==> src/rtl/memory_game_pkg.sv <==
// Shared types for the card-matching game controller: state encoding,
// auto-reveal card counts and the default score type.
package memory_game_pkg;

  typedef enum logic [3:0] {
    ST_IDLE    = 4'd0,
    ST_SHOW    = 4'd1,
    ST_HIDE    = 4'd2,
    ST_SHUFFLE = 4'd3,
    ST_TURN0   = 4'd4,
    ST_TURN1   = 4'd5,
    ST_AUTO    = 4'd6,
    ST_EVAL    = 4'd7,
    ST_DONE    = 4'd8
  } state_t;

  localparam logic [1:0] AUTO_CNT_ONE = 2'd1;
  localparam logic [1:0] AUTO_CNT_TWO = 2'd2;

  localparam int SCORE_W_DEFAULT = 4;
  typedef logic [SCORE_W_DEFAULT-1:0] score_t;

endpackage

==> src/rtl/turn_timer.sv <==
// Per-turn countdown: reloads on turn entry, counts tick strobes down to zero
// and flags a timeout when a tick arrives with no time left.
module turn_timer #(
  parameter int TURN_TICKS = 15,
  parameter int TW         = $clog2(TURN_TICKS + 1)
) (
  input  logic          clk,
  input  logic          rst,
  input  logic          reload,
  input  logic          run,
  input  logic          tick,
  output logic [TW-1:0] time_left,
  output logic          timeout
);

  always_ff @(posedge clk) begin
    if (!rst) begin
      time_left <= TW'(TURN_TICKS);
    end else if (reload) begin
      time_left <= TW'(TURN_TICKS);
    end else if (run && tick && (time_left != '0)) begin
      time_left <= time_left - 1'b1;
    end
  end

  assign timeout = run && tick && (time_left == '0);

endmodule

==> src/rtl/memory_game_ctrl.sv <==
// Master controller for the card-matching game: N-player turn sequencing,
// board setup handshakes, timeout auto-pick, match evaluation and winner mask.
module memory_game_ctrl
  import memory_game_pkg::*;
#(
  parameter int N_PLAYERS  = 2,
  parameter int N_PAIRS    = 8,
  parameter int SCORE_W    = SCORE_W_DEFAULT,
  parameter int TURN_TICKS = 15,
  parameter int PW         = (N_PLAYERS > 2) ? $clog2(N_PLAYERS) : 1,
  parameter int PFW        = $clog2(N_PAIRS + 1),
  parameter int TW         = $clog2(TURN_TICKS + 1)
) (
  input  logic                         clk,
  input  logic                         rst,
  input  logic                         start_i,
  input  logic                         tick_i,
  input  logic                         show_done_i,
  input  logic                         hide_done_i,
  input  logic                         shuffle_done_i,
  input  logic                         card_pick_i,
  input  logic                         auto_ack_i,
  input  logic                         match_valid_i,
  input  logic                         match_i,
  output logic [3:0]                   state_o,
  output logic [PW-1:0]                turn_o,
  output logic [N_PLAYERS*SCORE_W-1:0] scores_o,
  output logic [PFW-1:0]               pairs_found_o,
  output logic [TW-1:0]                time_left_o,
  output logic                         auto_req_o,
  output logic [1:0]                   auto_cnt_o,
  output logic                         eval_req_o,
  output logic [N_PLAYERS-1:0]         winner_mask_o,
  output logic                         game_over_o
);

  state_t                       state;
  logic [SCORE_W-1:0]           cur_score;
  logic [N_PLAYERS*SCORE_W-1:0] scores_inc;
  logic [PFW-1:0]               pairs_inc;
  logic                         last_pair;
  logic [PW-1:0]                turn_next;
  logic                         reload;
  logic                         run;
  logic                         timeout;

  function automatic logic [SCORE_W-1:0] sat_inc(input logic [SCORE_W-1:0] s);
    return (&s) ? s : s + 1'b1;
  endfunction

  // Every player tied at the maximum score is flagged.
  function automatic logic [N_PLAYERS-1:0] win_mask(
    input logic [N_PLAYERS*SCORE_W-1:0] sc
  );
    logic [SCORE_W-1:0]   mx;
    logic [N_PLAYERS-1:0] m;
    mx = '0;
    m  = '0;
    for (int k = 0; k < N_PLAYERS; k++) begin
      if (sc[k*SCORE_W +: SCORE_W] > mx) mx = sc[k*SCORE_W +: SCORE_W];
    end
    for (int k = 0; k < N_PLAYERS; k++) begin
      m[k] = (sc[k*SCORE_W +: SCORE_W] == mx);
    end
    return m;
  endfunction

  always_comb begin
    cur_score  = scores_o[int'(turn_o)*SCORE_W +: SCORE_W];
    scores_inc = scores_o;
    scores_inc[int'(turn_o)*SCORE_W +: SCORE_W] = sat_inc(cur_score);
    pairs_inc  = (pairs_found_o == PFW'(N_PAIRS)) ? pairs_found_o : pairs_found_o + 1'b1;
    last_pair  = (pairs_inc == PFW'(N_PAIRS));
    turn_next  = (turn_o == PW'(N_PLAYERS - 1)) ? '0 : turn_o + 1'b1;
  end

  // The timer reloads on every entry into TURN0, but not on the final match into DONE.
  assign reload = ((state == ST_SHUFFLE) && shuffle_done_i) ||
                  ((state == ST_EVAL) && match_valid_i && !(match_i && last_pair));
  assign run    = (state == ST_TURN0) || (state == ST_TURN1);

  turn_timer #(
    .TURN_TICKS(TURN_TICKS),
    .TW        (TW)
  ) u_timer (
    .clk      (clk),
    .rst      (rst),
    .reload   (reload),
    .run      (run),
    .tick     (tick_i),
    .time_left(time_left_o),
    .timeout  (timeout)
  );

  assign state_o = state;

  always_ff @(posedge clk) begin
    if (!rst) begin
      state         <= ST_IDLE;
      turn_o        <= '0;
      scores_o      <= '0;
      pairs_found_o <= '0;
      winner_mask_o <= '0;
      auto_req_o    <= 1'b0;
      auto_cnt_o    <= 2'd0;
      eval_req_o    <= 1'b0;
      game_over_o   <= 1'b0;
    end else begin
      case (state)
        ST_IDLE: begin
          if (start_i) begin
            scores_o      <= '0;
            pairs_found_o <= '0;
            turn_o        <= '0;
            winner_mask_o <= '0;
            state         <= ST_SHOW;
          end
        end
        ST_SHOW:    if (show_done_i)    state <= ST_HIDE;
        ST_HIDE:    if (hide_done_i)    state <= ST_SHUFFLE;
        ST_SHUFFLE: if (shuffle_done_i) state <= ST_TURN0;
        ST_TURN0: begin
          if (card_pick_i) begin
            state <= ST_TURN1;
          end else if (timeout) begin
            state      <= ST_AUTO;
            auto_req_o <= 1'b1;
            auto_cnt_o <= AUTO_CNT_TWO;
          end
        end
        ST_TURN1: begin
          if (card_pick_i) begin
            state      <= ST_EVAL;
            eval_req_o <= 1'b1;
          end else if (timeout) begin
            state      <= ST_AUTO;
            auto_req_o <= 1'b1;
            auto_cnt_o <= AUTO_CNT_ONE;
          end
        end
        ST_AUTO: begin
          if (auto_ack_i) begin
            auto_req_o <= 1'b0;
            eval_req_o <= 1'b1;
            state      <= ST_EVAL;
          end
        end
        ST_EVAL: begin
          if (match_valid_i) begin
            eval_req_o <= 1'b0;
            if (match_i) begin
              scores_o      <= scores_inc;
              pairs_found_o <= pairs_inc;
              if (last_pair) begin
                winner_mask_o <= win_mask(scores_inc);
                game_over_o   <= 1'b1;
                state         <= ST_DONE;
              end else begin
                state <= ST_TURN0;
              end
            end else begin
              turn_o <= turn_next;
              state  <= ST_TURN0;
            end
          end
        end
        ST_DONE: begin
          if (start_i) begin
            game_over_o <= 1'b0;
            state       <= ST_IDLE;
          end
        end
        default: state <= ST_IDLE;
      endcase
    end
  end

endmodule

==> config.mk <==
export PLATFORM = sky130hd
export DESIGN_NAME = memory_game_ctrl
export DESIGN_NICKNAME = d
export VERILOG_FILES = /design/src/rtl/memory_game_pkg.sv /design/src/rtl/turn_timer.sv /design/src/rtl/memory_game_ctrl.sv
export SDC_FILE = /design/constraint.sdc
export NUM_CORES = 1
export LEC_CHECK = 0
export BUFFER_PORTS_ARGS = -buffer_cell sky130_fd_sc_hd__buf_2
export CORE_MARGIN = 2
export CORE_UTILIZATION = 42
export DETAILED_ROUTE_END_ITERATION = 10
export GPL_TIMING_DRIVEN = 0
export MAX_ROUTING_LAYER = met4
export PLACE_DENSITY = 0.72
export SETUP_SLACK_MARGIN = 0.05
export SLEW_MARGIN = 20
export SYNTH_ARGS = -nofsm -noshare
export SYNTH_HDL_FRONTEND = slang
export SYNTH_SLANG_ARGS = --single-unit
==> constraint.sdc <==
create_clock -name clk -period 4.2 [get_ports clk]
set_clock_uncertainty 0.2 [all_clocks]
set_input_delay 0.84 -clock clk [delete_from_list [all_inputs] [get_ports clk]]
set_output_delay 0.84 -clock clk [all_outputs]
set_load 0.01 [all_outputs]
== Word level (Yosys, flattened, before mapping) ==
Index checks and enable logic that the tools add are counted.

* Equality and inequality tests: 29
* $lt $le $gt $ge: 2
* Add/subtract/negate cells: 5
* Muxes and demuxes: 62
* Reduce and logical (&&, ||, !) cells: 29
* Shift-type cells: 3
* Bitwise operators: 1

{| class="wikitable"
|+ Operator list
! cell !! number
|-
| $mux 4 || 28
|-
| $pmux 4 s9 || 1
|-
| $neg 3->33 || 1
|-
| $shift 4x33->8 const A || 1
|-
| $shiftx 4x33->8 || 1
|-
| $ne 2x2->1 const B || 16
|-
| $mux 8 || 3
|-
| $reduce_and 4->1 || 5
|-
| $eq 4x3->1 const B || 4
|-
| $mux 2 || 8
|-
| $pmux 8 s2 || 1
|-
| $reduce_and 5->1 || 3
|-
| $mux 1 || 13
|-
| $eq 4x4->1 const B || 3
|-
| $add 4x1->4 const B || 2
|-
| $bwmux 8 || 1
|-
| $eq 4x2->1 const B || 2
|-
| $eq 4x4->1 || 2
|-
| $logic_not 4->1 || 2
|-
| $pmux 2 s2 || 2
|-
| $pmux 4 s2 || 1
|-
| $reduce_bool 2->1 || 4
|-
| $shiftx 8x4->4 || 1
|-
| $logic_and 1x1->1 || 7
|-
| 15 further kinds || 19
|}

* Register bits after elaboration: 28
* Word-level logic and storage cells: 141

== Depth between registers and ports, before layout ==
* Depth in word-level cells: 24
* Depth in mapped cells: 15
* Depth with buffers taken out: 12

== Modules after synthesis ==
Synthesis repeated with hierarchy kept, for this count alone.

* Cells, all modules: 266
* Area total of the unflattened synthesis: 2110.8 µm²

{| class="wikitable"
|+ Modules (own cells, without submodules)
! module !! seq. area each (µm²) !! area an instance (µm²) !! cells an instance !! times used
|-
| memory_game_ctrl || 480.5 || 1895.6 || 240 || 1
|-
| turn_timer || 80.1 || 215.2 || 26 || 1
|}

== Worst setup path after synthesis ==
OpenSTA, ideal clock, no wires.

* Path type: register to register
* Start point: register turn_o
* End point: register winner_mask_o[1]
* Cell stages (with the launch flop): 14
* Path slack: 1.381 ns
* Arrival time: 2.495 ns
* Library setup time: 0.124 ns
* Data required time: 3.876 ns
* Path through: dfxtp_1 -> buf_2 -> o21ai_0 -> ha_1 -> buf_2 -> a31oi_1 -> nor2_1 -> a21oi_1 -> ha_1 -> nor2b_1 -> o21ai_0 -> a21oi_1 -> a22oi_1 -> nand2_1

* Longest elaborated chain between the ends: 24

{| class="wikitable"
|+ Ends and longest elaborated chain
! item !! line !! text
|-
| start, declared || memory_game_ctrl.sv:26 || <nowiki>output logic [PW-1:0] turn_o,</nowiki>
|-
| start signal, assigned || memory_game_ctrl.sv:162 || <nowiki>turn_o <= turn_next;</nowiki>
|-
| $shiftx 8x4->4 || memory_game_ctrl.sv:69 || <nowiki>cur_score = scores_o[int'(turn_o)*SCORE_W +: SCORE_W];</nowiki>
|-
| $add 4x1->4 / $reduce_and 4->1 (equally long branches) || memory_game_ctrl.sv:48 || <nowiki>return (&s) ? s : s + 1'b1;</nowiki>
|-
| $mux 4 || memory_game_ctrl.sv:48 ||
|-
| $shiftx 4x33->8 || memory_game_ctrl.sv:71 || <nowiki>scores_inc[int'(turn_o)*SCORE_W +: SCORE_W] = sat_inc(cur_score);</nowiki>
|-
| $bwmux 8 (*) || memory_game_ctrl.sv:71 ||
|-
| $gt 4x1->1 || memory_game_ctrl.sv:60 || <nowiki>if (sc[k*SCORE_W +: SCORE_W] > mx) mx = sc[k*SCORE_W +: SCORE_W];</nowiki>
|-
| $mux 4 || memory_game_ctrl.sv:60 ||
|-
| $mux 4 || memory_game_ctrl.sv:154 || <nowiki>if (last_pair) begin</nowiki>
|-
| (+8 left out) || n/a ||
|-
| $mux 4 || memory_game_ctrl.sv:149 || <nowiki>if (match_valid_i) begin</nowiki>
|-
| $mux 4 || memory_game_ctrl.sv:109 || <nowiki>case (state)</nowiki>
|-
| $mux 4 || memory_game_ctrl.sv:98 || <nowiki>if (!rst) begin</nowiki>
|-
| $eq 4x4->1 (*) || memory_game_ctrl.sv:63 || <nowiki>m[k] = (sc[k*SCORE_W +: SCORE_W] == mx);</nowiki>
|-
| $mux 2 (*) || memory_game_ctrl.sv:154 ||
|-
| $mux 2 (*) || memory_game_ctrl.sv:151 || <nowiki>if (match_i) begin</nowiki>
|-
| $mux 2 (*) || memory_game_ctrl.sv:149 ||
|-
| $pmux 2 s2 (*) || memory_game_ctrl.sv:109 ||
|-
| end signal, assigned || memory_game_ctrl.sv:155 || <nowiki>winner_mask_o <= win_mask(scores_inc);</nowiki>
|-
| end, declared || memory_game_ctrl.sv:33 || <nowiki>output logic [N_PLAYERS-1:0] winner_mask_o,</nowiki>
|}

Every way passes the cells marked *; elsewhere a longest branch is shown, timed or not. The select of a mux whose other input is x is not followed.
A chain may end at the register's enable or synchronous reset.

== Worst setup path after layout ==
Ends and elaborated chain as after synthesis.

==> results by group <==
Routing
  – DRC violations left: 0
  – Via count: just under 2000
  – DRT Pass-1 Iters: 4
  – Initial drt markers: 143
  – DRT Wirelength: 4.82 mm
  – Antenna Nets Post-Route: 0
  – Wire length per cell: 14.2 µm
  – Vias per inst: 5.67

Power
  – Combinational Power Share: 0.319
  – Power share of the clock group: 0.237
  – Sequential power share: 0.444
  – Leak pwr: 0.962 nW
  – Switching Fraction: 0.345
  – Pwr Density: around 290 nW/µm²
  – VDD IR max: 0.000178 V
  – Tot Pwr: 639 µW
  – Int Pwr: around 420 µW
  – Psw: 220 µW

Logic synthesis
  – Mapped Area: approximately 1900 µm²
  – FF+latch count, synth: 28
  – Post-synth cell types: 56
  – Yosys top cell area share: 0.291
  – Ys flop type: dfxtp_1
  – Synthesized net count: 266
  – Syn Area/Cell: 7.79 µm²
  – Number of enable flip-flop cells after synthesis: 0
  – Share of async-settable or async-resettable flops after synthesis: 0
  – Yosys Warn Count: 0
  – Seq/Total Area, Yosys: 0.291
  – Post-synth top area cell: dfxtp_1
  – Ranking of synthesized cells by area: dfxtp_1 29%, a21oi_1 6.2%, ha_1 5.2%
  – Post-Synthesis Cells: 247

CTS
  – Clock Latency Late Sink: 0.28 ns
  – CTS Buffer Depth: 2
  – Post-cts resize count: 0
  – CTS clk-pin slew, worst paths: 0.10 ns
  – Post-CTS Setup Inserts: 0
  – CTS HTree Levels: 1
  – Num CTS Buffers: 3
  – TritonCTS clock tree: yes
  – Root Driver: clkbuf_8
  – Hold-fix buffers, CTS: 0
  – Clock sinks: 28

Critical path
  – Crit path cell chain: buf_2 -> o21ai_0 -> ha_1 -> buf_2 -> a31oi_1 -> nor2_1 -> a21oi_1 -> ha_1 -> nor2b_1 -> o21ai_0 -> a21oi_1 -> a22oi_1 -> nand2_1
  – Setup Crit Path Kind: reg -> reg
  – CP top delay family: compound AO/OA/AOI/OAI gates
  – CP arrival: 3.14 ns
  – Largest stage delay, worst path: 0.50 ns
  – Crit. End Element: flop
  – CP max stage cell: a31oi_1
  – WP data required: 4.17 ns
  – Critical path buffers and inverters: 2
  – CP max FO: 10
  – Startpoint types: flop

Layout
  – Util after Layout: 0.507
  – Commonest non-fill, non-tap cell in the layout: buf_2
  – Fillers: 426
  – Antenna diodes: 0
  – Layout cell share with drive strength beyond 1: 0.222
  – Nets: 309
  – Most frequent cells in the layout: 43 x buf_2, 28 x dfxtp_1, 24 x a21oi_1, 23 x nand2_1, 21 x nor2_1
  – Layout area overhead: 15.4%
  – Final Non-Filler Cells: 340

GRT
  – Gr ovfl total: 0
  – Largest net degree at the start of global routing: 15
  – Vias in the first global route: 1842
  – First-pass GRT wire length: 8.28 mm
  – Global Route Usage Sum: 0.203
  – Initial antenna violation count: 0

Die
  – Die ar.: 5140 µm²
  – DIE WIDTH: 71.7 µm
  – Die Y-Extent: 71.7 µm
  – Cell Rows: 24
  – Core Area: 4380 µm²
  – # IOs: 39
  – Initial Utilization: 0.439

Run status
  – Outcome: finished, final reports clean

Min path
  – Hold Crit Class: reg -> reg

Place
  – Inst Count DP: 337
  – Port bufs: 38
  – Place WS: 1.07 ns
  – Hpwl dp: 3.59 mm
  – Gpl congestion: roughly 0.84

Timing
  – Tmin final: 3.17 ns
  – Fin. max-slew vios: 0
  – Slew HR: 0.598
  – F_max: roughly 320 MHz
  – # setup viols final: 0
  – Final Cycle Share: 0.755
  – RSZ-0062 raised after global routing: false
  – Worst Max-Slew Pin Slew: around 0.60 ns
  – Setup_tns: 0 ns
  – Final hold violation count: 0
  – Post-route worst setup slack: 1.03 ns

Job
  – Max_cap viols: 0
==> through the flow <==
stage / hold WS (ns) / instance area [µm²]
after floorplan: 0.278 / 1920
after global placement: 0.247 / 2180
after detailed placement: 0.255 / 2180
after CTS: 0.273 / 2220
after global routing: 0.291 / 2220
final: 0.271 / 2220
==> kinds of logic after synthesis <==
group / Yosys count / share of synthesized area
AND/OR/NAND/NOR: 106 / 0.300
AO/OA/AOI/OAI: 68 / 0.221
flip-flops: 28 / 0.291
buffers and inverters: 26 / 0.0728
adder cells (fa/ha/maj): 8 / 0.0520
XOR/XNOR: 6 / 0.0345
multiplexers: 5 / 0.0280
==> worst min-delay path: cells and delay by family (launching register included) <==
| family | cells | cell delay, ns |
|---|---|---|
| compound gates | 1 | 0.06 |
| flops | 1 | 0.33 |
| simple gates | 1 | 0.05 |
==> power by group through the flow <==
| stage | Clock (mW) | Sequential [mW] | Combinational (mW) |
|---|---|---|---|
| 6_report | 0.152 | 0.283 | 0.203 |
| 5_1_grt | 0.165 | 0.285 | 0.224 |
| 4_1_cts | 0.156 | 0.283 | 0.203 |
| 3_5_place_dp | 0 | 0.289 | 0.202 |
| 3_3_place_gp | 0 | 0.289 | 0.198 |
| 2_1_floorplan | 0 | 0.290 | 0.150 |
==> per-layer routing <==
metal  vias up  routed length [µm]  GRT usage
met5         -                   0          -
met1       900                2180      0.252
met4         0                  68     0.0566
met2        48                2370      0.350
met3         6                 203     0.0211
li1        975                   -          -
==> registers in the layout, summed over array words and instances (netlist names) <==
signal / flops
turn_o: 1
pairs_found_o: 4
state_o: 4
eval_req_o: 1
auto_req_o: 1
game_over_o: 1
scores_o: 8
winner_mask_o: 2
auto_cnt_o: 2
u_timer.time_left: 4
==> synth_stat cells, drive strengths merged, types with 4 or more instances <==
cell type	number
dfxtp	28
a21oi	24
nand2	24
nor2	22
o21ai	18
inv	13
nor3	10
nand3	9
ha	8
nand2b	8
buf	7
a31oi	6
clkbuf	6
and3	5
xnor2	5
nor2b	4
or3	4
==> path summary, 6_finish.rpt <==
path	from	to	slack (ns)	depth (start not counted)
worst max-delay path	turn_o$_SDFFE_PN0P_	winner_mask_o[1]$_SDFFE_PN0P_	1.03	13
worst min-delay path	auto_cnt_o[0]$_SDFFE_PN0P_	auto_cnt_o[0]$_SDFFE_PN0P_	0.27	2
worst max register to register	turn_o$_SDFFE_PN0P_	winner_mask_o[1]$_SDFFE_PN0P_	1.03	13
worst min register to register	auto_cnt_o[0]$_SDFFE_PN0P_	auto_cnt_o[0]$_SDFFE_PN0P_	0.27	2
==> final cells by class <==
type / instances / area, µm² / area share
Inverter: 13 / 48.8 / 0.0220
Tap cell: 52 / 65.1 / 0.0293
Buffer: 13 / 91.3 / 0.0411
Clock buffer: 3 / 41.3 / 0.0186
Multi-Input combinational cell: 193 / 1220 / 0.551
Sequential cell: 28 / 561 / 0.252
Timing Repair Buffer: 38 / 190 / 0.0856
No activity file was read; power rests on OpenSTA's default activity.
